<file path="config.mk">
export PLATFORM = sky130hd
export DESIGN_NAME = dma_command_unit
export DESIGN_NICKNAME = d
export VERILOG_FILES = /design/src/rtl/dma_command_unit.sv
export SDC_FILE = /design/constraint.sdc
export NUM_CORES = 1
export LEC_CHECK = 0
export ABC_AREA = 1
export CORE_UTILIZATION = 35
export CTS_BUF_LIST = sky130_fd_sc_hd__clkbuf_4 sky130_fd_sc_hd__clkbuf_8 sky130_fd_sc_hd__clkbuf_16
export DETAILED_ROUTE_END_ITERATION = 7
export GPL_ROUTABILITY_DRIVEN = 0
export PLACE_DENSITY = 0.66
export SLEW_MARGIN = 20
export SYNTH_ARGS = -nofsm -noshare
export SYNTH_HDL_FRONTEND = slang
export SYNTH_SLANG_ARGS = --single-unit
</file>
<file path="constraint.sdc">
create_clock -name clock -period 3.1 [get_ports clock]
set_clock_uncertainty 0.15 [all_clocks]
set_input_delay 0.62 -clock clock [delete_from_list [all_inputs] [get_ports clock]]
set_output_delay 0.62 -clock clock [all_outputs]
set_load 0.01 [all_outputs]
</file>
<file path="src/rtl/dma_command_unit.sv">
// -----------------------------------------------------------------------------
// dma_command_unit
//
// Command sequencer sitting in front of the JTAG DMA engine. A single-word
// read or write command is accepted, write data is staged into word 0 of the
// shared buffer, and the DMA is kicked with a one-cycle data-ready (write) or
// read-ready (read) pulse. Completion is detected by snooping the arbiter and
// the shared bus. Every accepted command yields exactly one response carrying
// read data and a status code (00 ok, 01 bus error, 10 timeout).
//
// Ports
//   clock, reset                    clock; asynchronous active-low reset
//   cmd_valid/cmd_ready             command handshake
//   cmd_read, cmd_address,
//   cmd_byte_enable, cmd_wdata      command payload
//   rsp_valid/rsp_ready             response handshake
//   rsp_rdata, rsp_status           response payload
//   buf_address, buf_wdata, buf_we  write port into the shared word buffer
//   dma_data_ready, dma_read_ready  one-cycle triggers to the DMA
//   dma_address, dma_byte_enable    latched command address / byte lanes
//   dma_buf_we, dma_buf_wdata       snoop of the DMA's buffer write port
//   dma_request, dma_granted        snoop of the DMA's arbiter handshake
//   bus_end_transaction, bus_error  shared bus status
// -----------------------------------------------------------------------------
module dma_command_unit #(
   parameter int TIMEOUT_CYCLES = 1023
) (
   input  logic        clock,
   input  logic        reset,
   input  logic        cmd_valid,
   output logic        cmd_ready,
   input  logic        cmd_read,
   input  logic [31:0] cmd_address,
   input  logic [3:0]  cmd_byte_enable,
   input  logic [31:0] cmd_wdata,
   output logic        rsp_valid,
   input  logic        rsp_ready,
   output logic [31:0] rsp_rdata,
   output logic [1:0]  rsp_status,
   output logic [8:0]  buf_address,
   output logic [31:0] buf_wdata,
   output logic        buf_we,
   output logic        dma_data_ready,
   output logic        dma_read_ready,
   output logic [31:0] dma_address,
   output logic [3:0]  dma_byte_enable,
   input  logic        dma_buf_we,
   input  logic [31:0] dma_buf_wdata,
   input  logic        dma_request,
   input  logic        dma_granted,
   input  logic        bus_end_transaction,
   input  logic        bus_error
);

   typedef enum logic [2:0] {
      IDLE      = 3'd0,
      BUF_WRITE = 3'd1,
      ISSUE     = 3'd2,
      WAIT_WR   = 3'd3,
      WAIT_RD   = 3'd4,
      RESPOND   = 3'd5
   } state_t;

   localparam logic [1:0] STATUS_OK      = 2'b00;
   localparam logic [1:0] STATUS_BUS_ERR = 2'b01;
   localparam logic [1:0] STATUS_TIMEOUT = 2'b10;

   // The counter holds k-1 during the k-th wait cycle; the timeout fires in
   // the cycle where it is about to reach TIMEOUT_CYCLES, so the response
   // appears TIMEOUT_CYCLES+1 cycles after ISSUE.
   localparam logic [15:0] TIMEOUT_LAST = 16'(TIMEOUT_CYCLES - 1);

   state_t      state_reg, state_next;
   logic        read_reg;
   logic [31:0] address_reg;
   logic [3:0]  byte_enable_reg;
   logic [31:0] wdata_reg;
   logic        owned_reg, owned_next;
   logic [15:0] wd_count_reg, wd_count_next;
   logic [31:0] rsp_rdata_reg, rsp_rdata_next;
   logic [1:0]  rsp_status_reg, rsp_status_next;

   logic accept;
   logic timeout_hit;
   logic completion;

   assign accept      = cmd_valid && (state_reg == IDLE);
   assign timeout_hit = (wd_count_reg >= TIMEOUT_LAST);

   // Completion event for the current wait state. A foreign end_transaction
   // (arbiter has not granted us) must not complete a write.
   always_comb begin
      completion = 1'b0;
      if (state_reg == WAIT_WR) completion = bus_end_transaction && owned_reg;
      if (state_reg == WAIT_RD) completion = dma_buf_we;
   end

   always_ff @(posedge clock or negedge reset) begin
      if (!reset) begin
         state_reg       <= IDLE;
         read_reg        <= 1'b0;
         address_reg     <= '0;
         byte_enable_reg <= '0;
         wdata_reg       <= '0;
         owned_reg       <= 1'b0;
         wd_count_reg    <= '0;
         rsp_rdata_reg   <= '0;
         rsp_status_reg  <= STATUS_OK;
      end else begin
         state_reg      <= state_next;
         owned_reg      <= owned_next;
         wd_count_reg   <= wd_count_next;
         rsp_rdata_reg  <= rsp_rdata_next;
         rsp_status_reg <= rsp_status_next;
         if (accept) begin
            read_reg        <= cmd_read;
            address_reg     <= cmd_address;
            byte_enable_reg <= cmd_byte_enable;
            wdata_reg       <= cmd_wdata;
         end
      end
   end

   always_comb begin
      state_next      = state_reg;
      owned_next      = owned_reg;
      wd_count_next   = wd_count_reg;
      rsp_rdata_next  = rsp_rdata_reg;
      rsp_status_next = rsp_status_reg;

      case (state_reg)
         IDLE: begin
            if (cmd_valid) state_next = cmd_read ? ISSUE : BUF_WRITE;
         end
         BUF_WRITE: begin
            state_next = ISSUE;
         end
         ISSUE: begin
            owned_next    = 1'b0;
            wd_count_next = '0;
            state_next    = read_reg ? WAIT_RD : WAIT_WR;
         end
         WAIT_WR, WAIT_RD: begin
            if (dma_request && dma_granted) owned_next = 1'b1;
            if (wd_count_reg != 16'hFFFF) wd_count_next = wd_count_reg + 16'd1;

            // Bus error outranks a same-cycle completion, which outranks
            // the watchdog.
            if (bus_error && owned_reg) begin
               rsp_status_next = STATUS_BUS_ERR;
               rsp_rdata_next  = '0;
               state_next      = RESPOND;
            end else if (completion) begin
               rsp_status_next = STATUS_OK;
               rsp_rdata_next  = (state_reg == WAIT_RD) ? dma_buf_wdata : 32'd0;
               state_next      = RESPOND;
            end else if (timeout_hit) begin
               rsp_status_next = STATUS_TIMEOUT;
               rsp_rdata_next  = '0;
               state_next      = RESPOND;
            end
         end
         RESPOND: begin
            if (rsp_ready) state_next = IDLE;
         end
         default: begin
            state_next = IDLE;
         end
      endcase
   end

   assign cmd_ready       = (state_reg == IDLE);
   assign rsp_valid       = (state_reg == RESPOND);
   assign rsp_rdata       = rsp_rdata_reg;
   assign rsp_status      = rsp_status_reg;
   assign buf_address     = 9'd0;
   assign buf_we          = (state_reg == BUF_WRITE);
   assign buf_wdata       = buf_we ? wdata_reg : 32'd0;
   assign dma_data_ready  = (state_reg == ISSUE) && !read_reg;
   assign dma_read_ready  = (state_reg == ISSUE) && read_reg;
   assign dma_address     = address_reg;
   assign dma_byte_enable = byte_enable_reg;

endmodule

</file>
* After elaboration in Yosys (flattened, before gate mapping)
Index checks and enable logic that the tools add are counted.
** Word-level totals
- Flip-flop bits (word level) :: 123
- Latch bits :: 0
- Memory bits (writable) :: 0
- Memory bits (read-only) :: 0
- Bits of input ports :: 110
- Output and inout port bits :: 116
- Word-level logic and storage cells :: 59
- Memories :: 0
** Cells by class
- $add $sub $neg :: 1
- Multiply operators :: 0
- Div/mod/pow operators :: 0
- Order comparisons :: 1
- Equality and inequality tests :: 11
- Shift-type cells :: 0
- Multiplexer cells :: 22
- Bitwise logic cells :: 0
- Reduce and logical (&&, ||, !) cells :: 15
** Operators by type and width (count)
- 32-bit 2-to-1 mux :: 5
- 16-bit case mux with 2 select lines :: 1
- 3-bit 2-to-1 mux :: 6
- 16-bit by 1-bit adder with 16-bit output, second input constant :: 1
- 16-bit by 10-bit greater-or-equal comparator with 1-bit output, second input constant :: 1
- 16-bit 2-to-1 mux :: 1
- 16-bit inequality test, second input constant :: 1
- 3-bit case mux with 5 select lines :: 1
- 2-bit 2-to-1 mux :: 4
- 3-bit by 2-bit == test with 1-bit output, second input constant :: 2
- 3-bit == test, second input constant :: 2
- 1-bit logical AND :: 6
- 2-bit inequality test, second input constant :: 3
- 2-bit AND reduction :: 3
- 4-bit inequality test, second input constant :: 1
- 3-bit by 1-bit == test with 1-bit output, second input constant :: 1
- 3-bit logical NOT :: 1
- 1-bit 2-to-1 mux :: 3
- 3-bit AND reduction :: 1
- 3-bit nonzero test :: 1
- 2-bit by 1-bit inequality test with 1-bit output, second input constant :: 1
- 1-bit case mux with 2 select lines :: 1
- 2-bit nonzero test :: 1
- 2-bit OR reduction :: 1
- 1-bit logical NOT :: 1

* Longest topological paths before layout
Gate-level depths: netlist of run 1.
- Word-level depth :: 6
- Mapped depth :: 11
- Depth with buffers taken out :: 10

* Least setup slack after synthesis of run 1
OpenSTA, ideal clock, no wires.
- Kind :: register -> output
- Start :: register state_reg[1]
- End :: output buf_wdata[10]
- Arrival time :: 1.362 ns
- Data required time :: 2.330 ns
- Path slack :: 0.968 ns
- Cell stages (with the launch flop) :: 5
- Path buffers :: 1
- Cell sequence :: dfrtp_1 > nor3_1 > inv_1 > clkbuf_1 > nor2_1
** Between the ends
- Word-level cells in the longest chain between the ends :: 2
** RTL lines
- start, declared :: RTL line 73 : state_t state_reg, state_next;
- start signal, assigned :: RTL line 110 : state_reg <= state_next;
- 3-bit by 1-bit == test with 1-bit output :: RTL line 177 : assign buf_we = (state_reg == BUF_WRITE);
- net buf_we :: RTL line 42 : output logic buf_we,
- 32-bit 2-to-1 mux :: RTL line 178 : assign buf_wdata = buf_we ? wdata_reg : 32'd0;
- end, declared :: RTL line 41 : output logic [31:0] buf_wdata,
The timed path passes the listed nets, and every way through them passes these cells.

* Worst setup path after layout of run 1
- Start :: register state_reg[0]
- End :: output buf_wdata[11]
** Between the ends
- Word-level cells in the longest chain between the ends :: 2
** RTL lines (RTL line)
- 3-bit by 1-bit == test with 1-bit output :: 177
- 32-bit 2-to-1 mux :: 178
Every way passes these cells.

==> impl_results.md, run 1 <==
- Outcome: finished clean
- Hpwl dp: between 10000 and 15000 um
- Post-synthesis simple-gate area fraction: around 23%
- Largest family of logic cells by synthesized area: simple AND/OR/NAND/NOR gates
- CP endpoint kind: output port
- CP top delay family: buffers and inverters
- Synthesis-stage register bit count: 123
- Worst slack at placement: about 260 ps
- Ports: 226
- Worst path required time: approximately 2300 ps
- PD cells: 875 nW/um^2
- Logic pwr share: approximately two fifths
- Most common cell after layout, fill and taps aside: clkdlybuf4s50_1
- YS warnings: 0
- Cell count along the critical path: 7
- Area after DPL: 7890 um^2
- Starting Density: between 30% and 40%
- Final Core Density: 55.4%
- GRT Total Usage: a little under a fifth
- Total gr overflow: 0
- Final Max Slew Viols: 0
- Crit-path cells: inv_1 -> nor3_4 -> buf_4 -> clkinvlp_4 -> buf_4 -> nor2_1 -> clkdlybuf4s50_1
- Placed cells: 1017
- Synth Area in Compound Gates: ~5.6%
- Post-synthesis cell type count: 34
- Share of layout cells above drive strength 1: 10.6%
- CTS sink cnt: 123
- Port bufs: about 220
- Initial drt markers: between 150 and 200
- Largest net degree at the start of global routing: approximately 60
- Fmax: 334 MHz
- Mapped cell area: 5610 um^2
- Post-Route WL: between 10000 and 15000 um
- Hold Buf Count CTS: 0
- Worst hold path class: in2async
- Rows: 45
- Internal Pwr Total: ~5.0 mW
- Diode count: 0
- Post-synthesis average cell area: a little over 9 um^2
- Setup TNS: 0 ps
- Final antenna-violating net count: 0
- Area delta synth->final: 52.3%
- Crit path kind: reg2out
- Nets: 942
- Part of the power in registers: between 30% and 40%
- Slew Limit Headroom: roughly half
- FF-to-FF path depth: 8
- Clk buf depth: 2
- Clock transition at the registers of the reported paths: 50 ps
- CP peak stage delay: 540 ps
- Power, Total: between 7 and 8 mW
- Fin Hold WS: about 22 ps
- Buffers & Inverters on Critical Path: 5
- Unrepaired setup endpoints after global routing: false
- CTS buffer count: 17
- Crit-path max FO: 9
- H-tree Lvls: 4
- Worst Setup SP: state_reg[0]$_DFFE_PN0P_
- Startpoint Class: flop
- Post-synthesis sequential area ratio: 54.8%
- Arrival time worst endpoint: 2220 ps
- Chip Width: 129 um
- Clock power share: 26.6%
- Ratio of final minimum period to clock period: a little over nine tenths
- Slowest-stage cell, CP: clkdlybuf4s50_1
- Fin area: about 8600 um^2
- Fill count: about 1400
- Most frequent cells in the layout: clkdlybuf4s50_1 (214), nand2_1 (127), dfrtp_1 (122)
- Adder-Cell Fraction of Synth Area: less than 1%
- Via-to-Cell Ratio: 4.62
- Sw Ratio: between 30% and 40%
- Fin worst setup slack: about 110 ps
- Worst Max-Slew Pin Slew: 754 ps
- Leakage power total: 4.01 nW
- Die Ht: around 130 um
- Post-Layout Cell Count: about 1100
- Mux cell area share after synthesis: under 10%
- Via count: around 4900
- Max VDD drop: 0.000500 V
- Vias in the first global route: between 4000 and 5000
- Psw: roughly 2.4 mW
- DR pass1 iterations: 5
- Clk root buf: clkbuf_16
- Die area: 16600 um^2
- Antenna violations before repair: 0
- Post-DR wirelength/cell: between 10 and 15 um
- Synth Area in XOR/XNOR: less than 1%
- R2r startpoint: state_reg[1]$_DFFE_PN0P_
- Core area: approximately 15000 um^2
- Post-Syn Instances: 610
- Final min period: ~3000 ps
- # setup viols final: 0
- Max Cap Viol: 0
- Cell repeated most along the worst path: buf_4
- Worst skew pair latency: around 410 ps
- Global-route wire length before repair: ~24000 um
- Final Hold Fails: 0
- TritonCTS clock tree: done
- Remaining design rule violation count: 0
==> Yosys cell counts <==
cell | count | area, um^2
mux2_1 | 23 | 259
inv_1 | 50 | 188
inv_2 | 5 | 18.8
buf_6 | 6 | 67.6
nor2_4 | 2 | 22.5
ha_1 | 2 | 25.0
o21ai_0 | 9 | 45.0
a32o_1 | 1 | 10.0
o21ai_4 | 1 | 16.3
nand2_1 | 128 | 480
dfrtp_1 | 123 | 3080
clkinv_4 | 1 | 8.76
buf_2 | 13 | 65.1
buf_8 | 1 | 15.0
conb_1 | 1 | 3.75
or2_2 | 3 | 18.8
nand3b_1 | 2 | 15.0
o21bai_1 | 1 | 7.51
nor2_1 | 88 | 330
a21oi_1 | 35 | 175
nand2_4 | 2 | 22.5
nand4_1 | 5 | 31.3
clkbuf_1 | 3 | 11.3
o21ai_2 | 6 | 52.6
nor3_1 | 4 | 20.0
buf_4 | 11 | 82.6
nand3_1 | 59 | 295
xnor2_1 | 1 | 8.76
nor2_8 | 1 | 20.0
nand2_2 | 5 | 31.3
and2_1 | 1 | 6.26
o211ai_1 | 1 | 7.51
mux2_2 | 14 | 158
xor2_1 | 2 | 17.5
==> final timing paths <==
check,end,slack [ps]
max in group asynchronous,wdata_reg[20]$_DFFE_PN0P_,1890
hold reg to reg,rsp_status[0]$_DFFE_PN0P_,330
setup / recovery,buf_wdata[11],110
hold / removal,rsp_rdata[12]$_DFFE_PN0P_,20
setup reg to reg,rsp_rdata[25]$_DFFE_PN0P_,790
min in group clock,rsp_status[0]$_DFFE_PN0P_,330
==> cell families (layout without fill, tap and decap cells) <==
logic type,after synthesis,after routing
and+or+nand+nor,300,300
DFF,123,123
buffers and inverters,90,315
AOI/OAI and AO/OA,54,54
muxes,37,37
xor gates and xnor gates,3,3
adders and majority gates,2,2
other,1,9
==> layout make-up <==
type                            instances  area [um^2]  share of cell area (%)
Sequential cell                       123         3080                    36.0
Timing Repair Buffer                  226         2250                    26.3
Multi-Input combinational cell        405         2130                    24.9
Clock buffer                           20          454                    5.31
Tap cell                              211          264                    3.09
Inverter                               56          219                    2.56
Clock inverter                         12          148                    1.73
Timing Repair inverter                  1         7.51                  0.0878
==> power by group through the flow <==
stage	combinational [mW]	sequential, mW	clock, mW
6_report	3.02	2.48	1.99
3_5_place_dp	2.98	2.50	0
2_1_floorplan	1.39	2.61	0
5_1_grt	3.31	2.55	2.12
4_1_cts	3.05	2.48	2.04
3_3_place_gp	2.93	2.47	0
==> routing by layer <==
| layer | routed length (um) | global-route usage (%) |
|---|---|---|
| met1 | 6470 | 23.1 |
| met2 | 6850 | 30.0 |
| met3 | 1220 | 6.28 |
| met4 | 243 | 6.99 |
| met5 | 0 | 0 |
==> repair_timing <==
| item | 4_1_cts | 5_1_grt |
|---|---|---|
| setup buffers | 3 | 1 |
| gates resized for setup | 4 | 2 |
| pin swaps | 0 | 1 |
| setup endpoints to repair | 32 | 29 |
| hold endpoints to repair | 0 | 0 |
| cloned | 1 | 0 |
No activity file was read; power rests on OpenSTA's default activity.
==> run 2, diff against run 1 <==
--- a/config.mk
+++ b/config.mk
@@ -10,7 +10,7 @@
 export CTS_BUF_LIST = sky130_fd_sc_hd__clkbuf_4 sky130_fd_sc_hd__clkbuf_8 sky130_fd_sc_hd__clkbuf_16
 export DETAILED_ROUTE_END_ITERATION = 7
 export GPL_ROUTABILITY_DRIVEN = 0
-export PLACE_DENSITY = 0.66
+export PLACE_DENSITY = 0.69
 export SLEW_MARGIN = 20
 export SYNTH_ARGS = -nofsm -noshare
 export SYNTH_HDL_FRONTEND = slang
==> constraint.sdc (replaced) <==
create_clock -name clock -period 2.75 [get_ports clock]
set_clock_uncertainty 0.15 [all_clocks]
set_input_delay 0.55 -clock clock [delete_from_list [all_inputs] [get_ports clock]]
set_output_delay 0.55 -clock clock [all_outputs]
set_load 0.01 [all_outputs]
==> run 2 against run 1 <==
Final cell count up 0.47%. Sequential power up 11%. Die area unchanged.
==> impl_results.md, run 2 (synthesis gave the netlist of run 1 again) <==
- Outcome: finished clean
- Chip Width: 129 um (unchanged)
- Initial drt markers: 180 (+13%)
- Total gr overflow: 0 (unchanged)
- H-tree Lvls: 4 (unchanged)
- Final Hold Fails: 0 (unchanged)
- Clk buf depth: 2 (unchanged)
- Ratio of final minimum period to clock period: 96.2%
- Power, Total: 8.52 mW (+14%)
- Crit path kind: reg2out
- Clk root buf: clkbuf_16
- Crit-path max FO: 33 (+24)
- Sw Ratio: 33.1% (+0.36 points)
- Crit-path cells: nor3_2 -> inv_1 -> buf_8 -> nor2_1 -> clkdlybuf4s50_1
- Buffers & Inverters on Critical Path: 3 (-2)
- GRT Total Usage: 18.5% (-0.096 points)
- Most common cell after layout, fill and taps aside: clkdlybuf4s50_1
- Met3 Usage GRT: 6.78% (+0.50 points)
- Via-to-Cell Ratio: 4.55 (-1.7%)
- Worst Max-Slew Pin Slew: 678 ps (-76.6 ps)
- Core area: 15400 um^2 (unchanged)
- CP endpoint kind: output port
- Nets: 947 (+0.53%)
- Starting Density: 36.4% (unchanged)
- Leakage power total: 4.53 nW (+13%)
- Hpwl dp: 10700 um (+1.4%)
- Slew Limit Headroom: 54.7% (+4.9 points)
- Remaining design rule violation count: 0 (unchanged)
- CP top delay family: buffers and inverters
- Logic pwr share: 40.5% (+0.2 points)
- Post-DR wirelength/cell: 14.0 um (-0.22%)
- Part of the power in registers: 32.3% (-0.8 points)
- Internal Pwr Total: 5.70 mW (+13%)
- # setup viols final: 0 (unchanged)
- Worst hold path class: reg2reg
- Largest net degree at the start of global routing: 51 (-14%)
- Ports: 226 (unchanged)
- Max Cap Viol: 0 (unchanged)
- Antenna violations before repair: 0 (unchanged)
- Met1 Use GR: 23.1% (-0.029 points)
- Clock transition at the registers of the reported paths: 60 ps (about the same)
- CTS sink cnt: 123 (unchanged)
- Rows: 45 (unchanged)
- Psw: 2.82 mW (+15%)
- Slowest-stage cell, CP: clkdlybuf4s50_1
- Clock power share: 27.2% (+0.6 points)
- FF-to-FF path depth: 10 (+2)
- Gr busiest metal: met2
- Setup TNS: 0 ps (unchanged)
- CP peak stage delay: 540 ps (about the same)
- Cell count along the critical path: 5 (-2)
- Most frequent cells in the layout: clkdlybuf4s50_1 (185), nand2_1 (127), dfrtp_1 (122)
- TritonCTS clock tree: done
- Diode count: 0 (unchanged)
- Arrival time worst endpoint: 1950 ps (-270 ps)
- Area delta synth->final: 55.3%
- Max VDD drop: 0.000494 V (-1.2%)
- Worst skew pair latency: 410 ps (about the same)
- Die area: 16600 um^2 (unchanged)
- Global-route wire length before repair: 23500 um (-1.4%)
- Fmax: ~380 MHz
- Worst path required time: 2050 ps (-280 ps)
- Post-Route WL: 14800 um (+0.26%)
- PD cells: 977 nW/um^2 (+12%)
- Startpoint Class: flop
- Share of layout cells above drive strength 1: 10.8% (+0.29 points)
- Final antenna-violating net count: 0 (unchanged)
- Port bufs: 216 (unchanged)
- Vias in the first global route: 4596 (-4.6%)
- Hold-critical path depth: 2
- Unrepaired setup endpoints after global routing: false
- Met2 Resource Use GR: 29.6% (-0.41 points)
- Via count: 4814 (-1.2%)
- Die Ht: 129 um (unchanged)
- Final min period: roughly 2600 ps
- Final Max Slew Viols: 0 (unchanged)
- CTS buffer count: 17 (unchanged)
- DR pass1 iterations: 4 (-1)
## run 2: final cells by class
class | instances | area, um^2
inverter | 56 | 215
fill | 1401 | 6710
clock inverter | 13 | 168
multi-input combinational | 405 | 2120
sequential | 123 | 3080
clock buffer | 19 | 453
tap | 211 | 264
timing repair buffer | 232 | 2410
## run 2: path summary, 6_finish.rpt
path,from,endpoint,slack [ps]
setup / recovery,state_reg[1]$_DFFE_PN0P_,buf_wdata[26],100
setup reg to reg,wd_count_reg[0]$_DFFE_PN0P_,rsp_rdata[5]$_DFFE_PN0P_,490
hold reg to reg,rsp_status[0]$_DFFE_PN0P_,rsp_status[0]$_DFFE_PN0P_,320
min in group asynchronous,reset,rsp_rdata[26]$_DFFE_PN0P_,500
max in group asynchronous,reset,state_reg[1]$_DFFE_PN0P_,1290
hold / removal,rsp_status[0]$_DFFE_PN0P_,rsp_status[0]$_DFFE_PN0P_,320
## run 2: layer usage
metal  vias to the layer above  routed length, um
li1                       2386                  -
met1                      2223               6420
met2                       189               6850
met3                        16               1390
met4                         0                170
met5                         -                  0
## run 2: stage by stage
step	util, %	hold slack [ps]	instances	setup WS [ps]	cell area [um^2]
after floorplan	-	104	618	688	5640
after global placement	51.8	306	1024	410	7980
after detailed placement	51.8	309	1024	339	7980
after CTS	55.9	324	1058	4.13	8630
after global routing	56.5	354	1059	2.13	8720
final	56.5	319	1059	103	8720
## run 2: repair_timing
item | CTS | global route
hold endpoints to repair | 32 | 0
setup endpoints to repair | 32 | 33
setup buffers | 1 | 1
pin swaps | 0 | 0
hold buffers | 1 | 0
resized for setup | 2 | 32
## run 2: worst reg2reg max path, delay by kind of cell (launching register included)
kind | cells | cell delay (ps)
flip-flops | 1 | 410
buffers and inverters | 2 | 170
adder cells (fa/ha/maj) | 1 | 200
AND/OR/NAND/NOR | 7 | 1270
## run 2: power by group through the flow
stage | Combinational [mW] | Clock [mW] | Sequential [mW]
global placement | 3.45 | 0 | 2.77
global route | 3.77 | 2.46 | 2.83
finish | 3.45 | 2.32 | 2.75
detailed placement | 3.48 | 0 | 2.80
CTS | 3.54 | 2.38 | 2.76
floorplan | 1.57 | 0 | 2.95
==> run 3, diff against run 2 <==
--- a/config.mk
+++ b/config.mk
@@ -6,6 +6,7 @@
 export NUM_CORES = 1
 export LEC_CHECK = 0
 export ABC_AREA = 1
+export CORE_ASPECT_RATIO = 1.4
 export CORE_UTILIZATION = 35
 export CTS_BUF_LIST = sky130_fd_sc_hd__clkbuf_4 sky130_fd_sc_hd__clkbuf_8 sky130_fd_sc_hd__clkbuf_16
 export DETAILED_ROUTE_END_ITERATION = 7
==> run 3 against run 2 <==
The run now ends with hold timing left. First-iteration DRC count increased by 10%. Critical endpoint is now buf_wdata[25]. Core utilization decreased by 0.99 points. Setup slack lost 36 ps. Maximum frequency is 1.3% lower.
==> impl_results.md, run 3 (synthesis gave the netlist of run 1 again) <==
- Rows: 54 (+20%)
- Clk root buf: clkbuf_16
- Violated checks: hold timing
- Worst skew pair latency: 410 ps (about the same)
- Diode count: 0 (unchanged)
- Area delta synth->final: 54.4%
- Remaining design rule violation count: 0 (unchanged)
- Register Area: 3080 um^2 (about the same)
- Initial drt markers: 198 (+10%)
- Fmax: 373 MHz (-1.3%)
- Via count: 4776 (-0.79%)
- Met2 wire len: 6930 um (+1.1%)
- Buffers & Inverters on Critical Path: 3 (unchanged)
- H-tree Lvls: 4 (unchanged)
- Final Hold Fails: 12 (+12)
- Global-route wire length before repair: 23000 um (-2.1%)
- Most common cell after layout, fill and taps aside: clkdlybuf4s50_1
- Worst slack at placement: 339 ps (-0.0400 ps)
- Startpoint Class: flop
- Fill count: 1405 (+0.29%)
- Max Cap Viol: 0 (unchanged)
- # setup viols final: 0 (unchanged)
- Chip Width: 109 um (-15%)
- Crit path kind: reg2out
- Largest net degree at the start of global routing: 54 (+5.9%)
- Worst Max-Slew Pin Slew: 662 ps (-16.1 ps)
- Worst hold path class: in2async
- Ratio of final minimum period to clock period: 97.6% (+1.3 points)
- Clk buf depth: 2 (unchanged)
- Final antenna-violating net count: 0 (unchanged)
- DR pass1 iterations: 4 (unchanged)
- Die area: 16600 um^2 (about the same)
- FF-to-FF path depth: 10 (unchanged)
- Max VDD drop: 0.000590 V (+20%)
- Share of layout cells above drive strength 1: 10.8% (-0.080 points)
- TritonCTS clock tree: done
- CP endpoint kind: output port
- Cell count along the critical path: 5 (unchanged)
- CTS buffer count: 17 (unchanged)
- Starting Density: 36.0% (-0.42 points)
- Outcome: finished with violations
- Routed met1 length: 5930 um (-7.7%)
- Final min period: 2680 ps (+35.8 ps)
- Slowest-stage cell, CP: clkdlybuf4s50_1
- Arrival time worst endpoint: 1980 ps (+30 ps)
- Setup TNS: 0 ps (unchanged)
- Nets: 944 (-0.32%)
- Hpwl dp: 10200 um (-5.2%)
- Total gr overflow: 0 (unchanged)
- Ports: 226 (unchanged)
- Slew Limit Headroom: 55.7% (+1.1 points)
- Clock transition at the registers of the reported paths: 60 ps (about the same)
- Post-DR wirelength/cell: 13.6 um (-2.8%)
- Die Ht: 152 um (+18%)
- CP peak stage delay: 540 ps (about the same)
- CTS sink cnt: 123 (unchanged)
- Metal3 WL: 998 um (-28%)
- Worst path required time: 2050 ps (about the same)
- Vias in the first global route: 4615 (+0.41%)
- Fin Hold WS: -16.3 ps (-336 ps)
- CP top delay family: buffers and inverters
- Final Max Slew Viols: 0 (unchanged)
- DR top layer: met4
- Leakage power total: 4.41 nW (-2.5%)
- Crit-path cells: nor3_4 -> inv_1 -> buf_6 -> nor2_1 -> clkdlybuf4s50_1
- Post-Route WL: 14200 um (-4.4%)
- Fin worst setup slack: 67.4 ps (-35.8 ps)
- Power, Total: 8.55 mW (+0.38%)
- GRT Total Usage: 17.9% (-0.62 points)
- Multi-input gate area: 2130 um^2 (+0.29%)
- Most frequent cells in the layout: clkdlybuf4s50_1 (192), nand2_1 (127), dfrtp_1 (121)
- Core area: 15600 um^2 (+1.2%)
- Crit-path max FO: 33 (unchanged)
- Antenna violations before repair: 0 (unchanged)
- Via-to-Cell Ratio: 4.59 (+0.93%)
- PD cells: 987 nW/um^2 (+0.99%)
- Port bufs: 216 (unchanged)
-- run 3: power breakdown --
| part | switching [mW] | total (mW) | internal, mW |
|---|---|---|---|
| clock | 0.786 | 2.41 | 1.62 |
| sequential | 0.305 | 2.77 | 2.47 |
| combinational | 1.63 | 3.37 | 1.74 |
| total | 2.72 | 8.55 | 5.83 |
-- run 3: worst reg2reg max path: stages (launching register included) --
cell	delay, ps
dfrtp_1	410
inv_1	110
ha_1	200
or2_2	280
nand3_1	80
nand2_1	90
inv_2	70
nand2_1	50
nand2_2	490
nand3_1	160
nand2_1	110
-- run 3: per-stage QoR --
step	instance area [um^2]	hold slack [ps]	cells	util [%]
2_1_floorplan	5640	104	618	-
3_3_place_gp	7920	303	1006	50.7
3_5_place_dp	7920	315	1006	50.7
4_1_cts	8590	3.03	1039	55.0
5_1_grt	8670	19.2	1041	55.5
6_report	8670	-16.3	1041	55.5
-- run 3: final cells by class --
| cell class | instances | share of cell area [%] |
|---|---|---|
| clock buffer | 22 | 5.63 |
| tap | 196 | 2.83 |
| timing repair buffer | 229 | 27.0 |
| multi-input combinational | 405 | 24.6 |
| inverter | 56 | 2.48 |
| sequential | 123 | 35.5 |
| clock inverter | 10 | 1.88 |
-- run 3: final timing paths --
kind	slack [ps]	startpoint	endpoint
setup reg to reg	480	wd_count_reg[0]$_DFFE_PN0P_	rsp_rdata[11]$_DFFE_PN0P_
hold reg to reg	330	rsp_status[0]$_DFFE_PN0P_	rsp_status[0]$_DFFE_PN0P_
min in group clock	330	rsp_status[0]$_DFFE_PN0P_	rsp_status[0]$_DFFE_PN0P_
setup / recovery	70	state_reg[2]$_DFFE_PN0P_	buf_wdata[25]
hold / removal	-20	reset	dma_address[3]$_DFFE_PN0P_
max in group asynchronous	1700	reset	wdata_reg[20]$_DFFE_PN0P_
-- run 3: what timing repair did --
item                       in CTS  in global routing
buffers inserted                1                  2
gates resized for setup         4                 24
setup endpoints to repair      32                 32
hold buffers                    0                  0
gates cloned                    0                  0
-- run 3: layer usage --
metal  global-route usage (%)  vias to the layer above
met3                     5.66                       23
li1                         -                     2377
met2                     29.3                      157
met5                        0                        -
met4                     7.34                        0
met1                     21.4                     2219
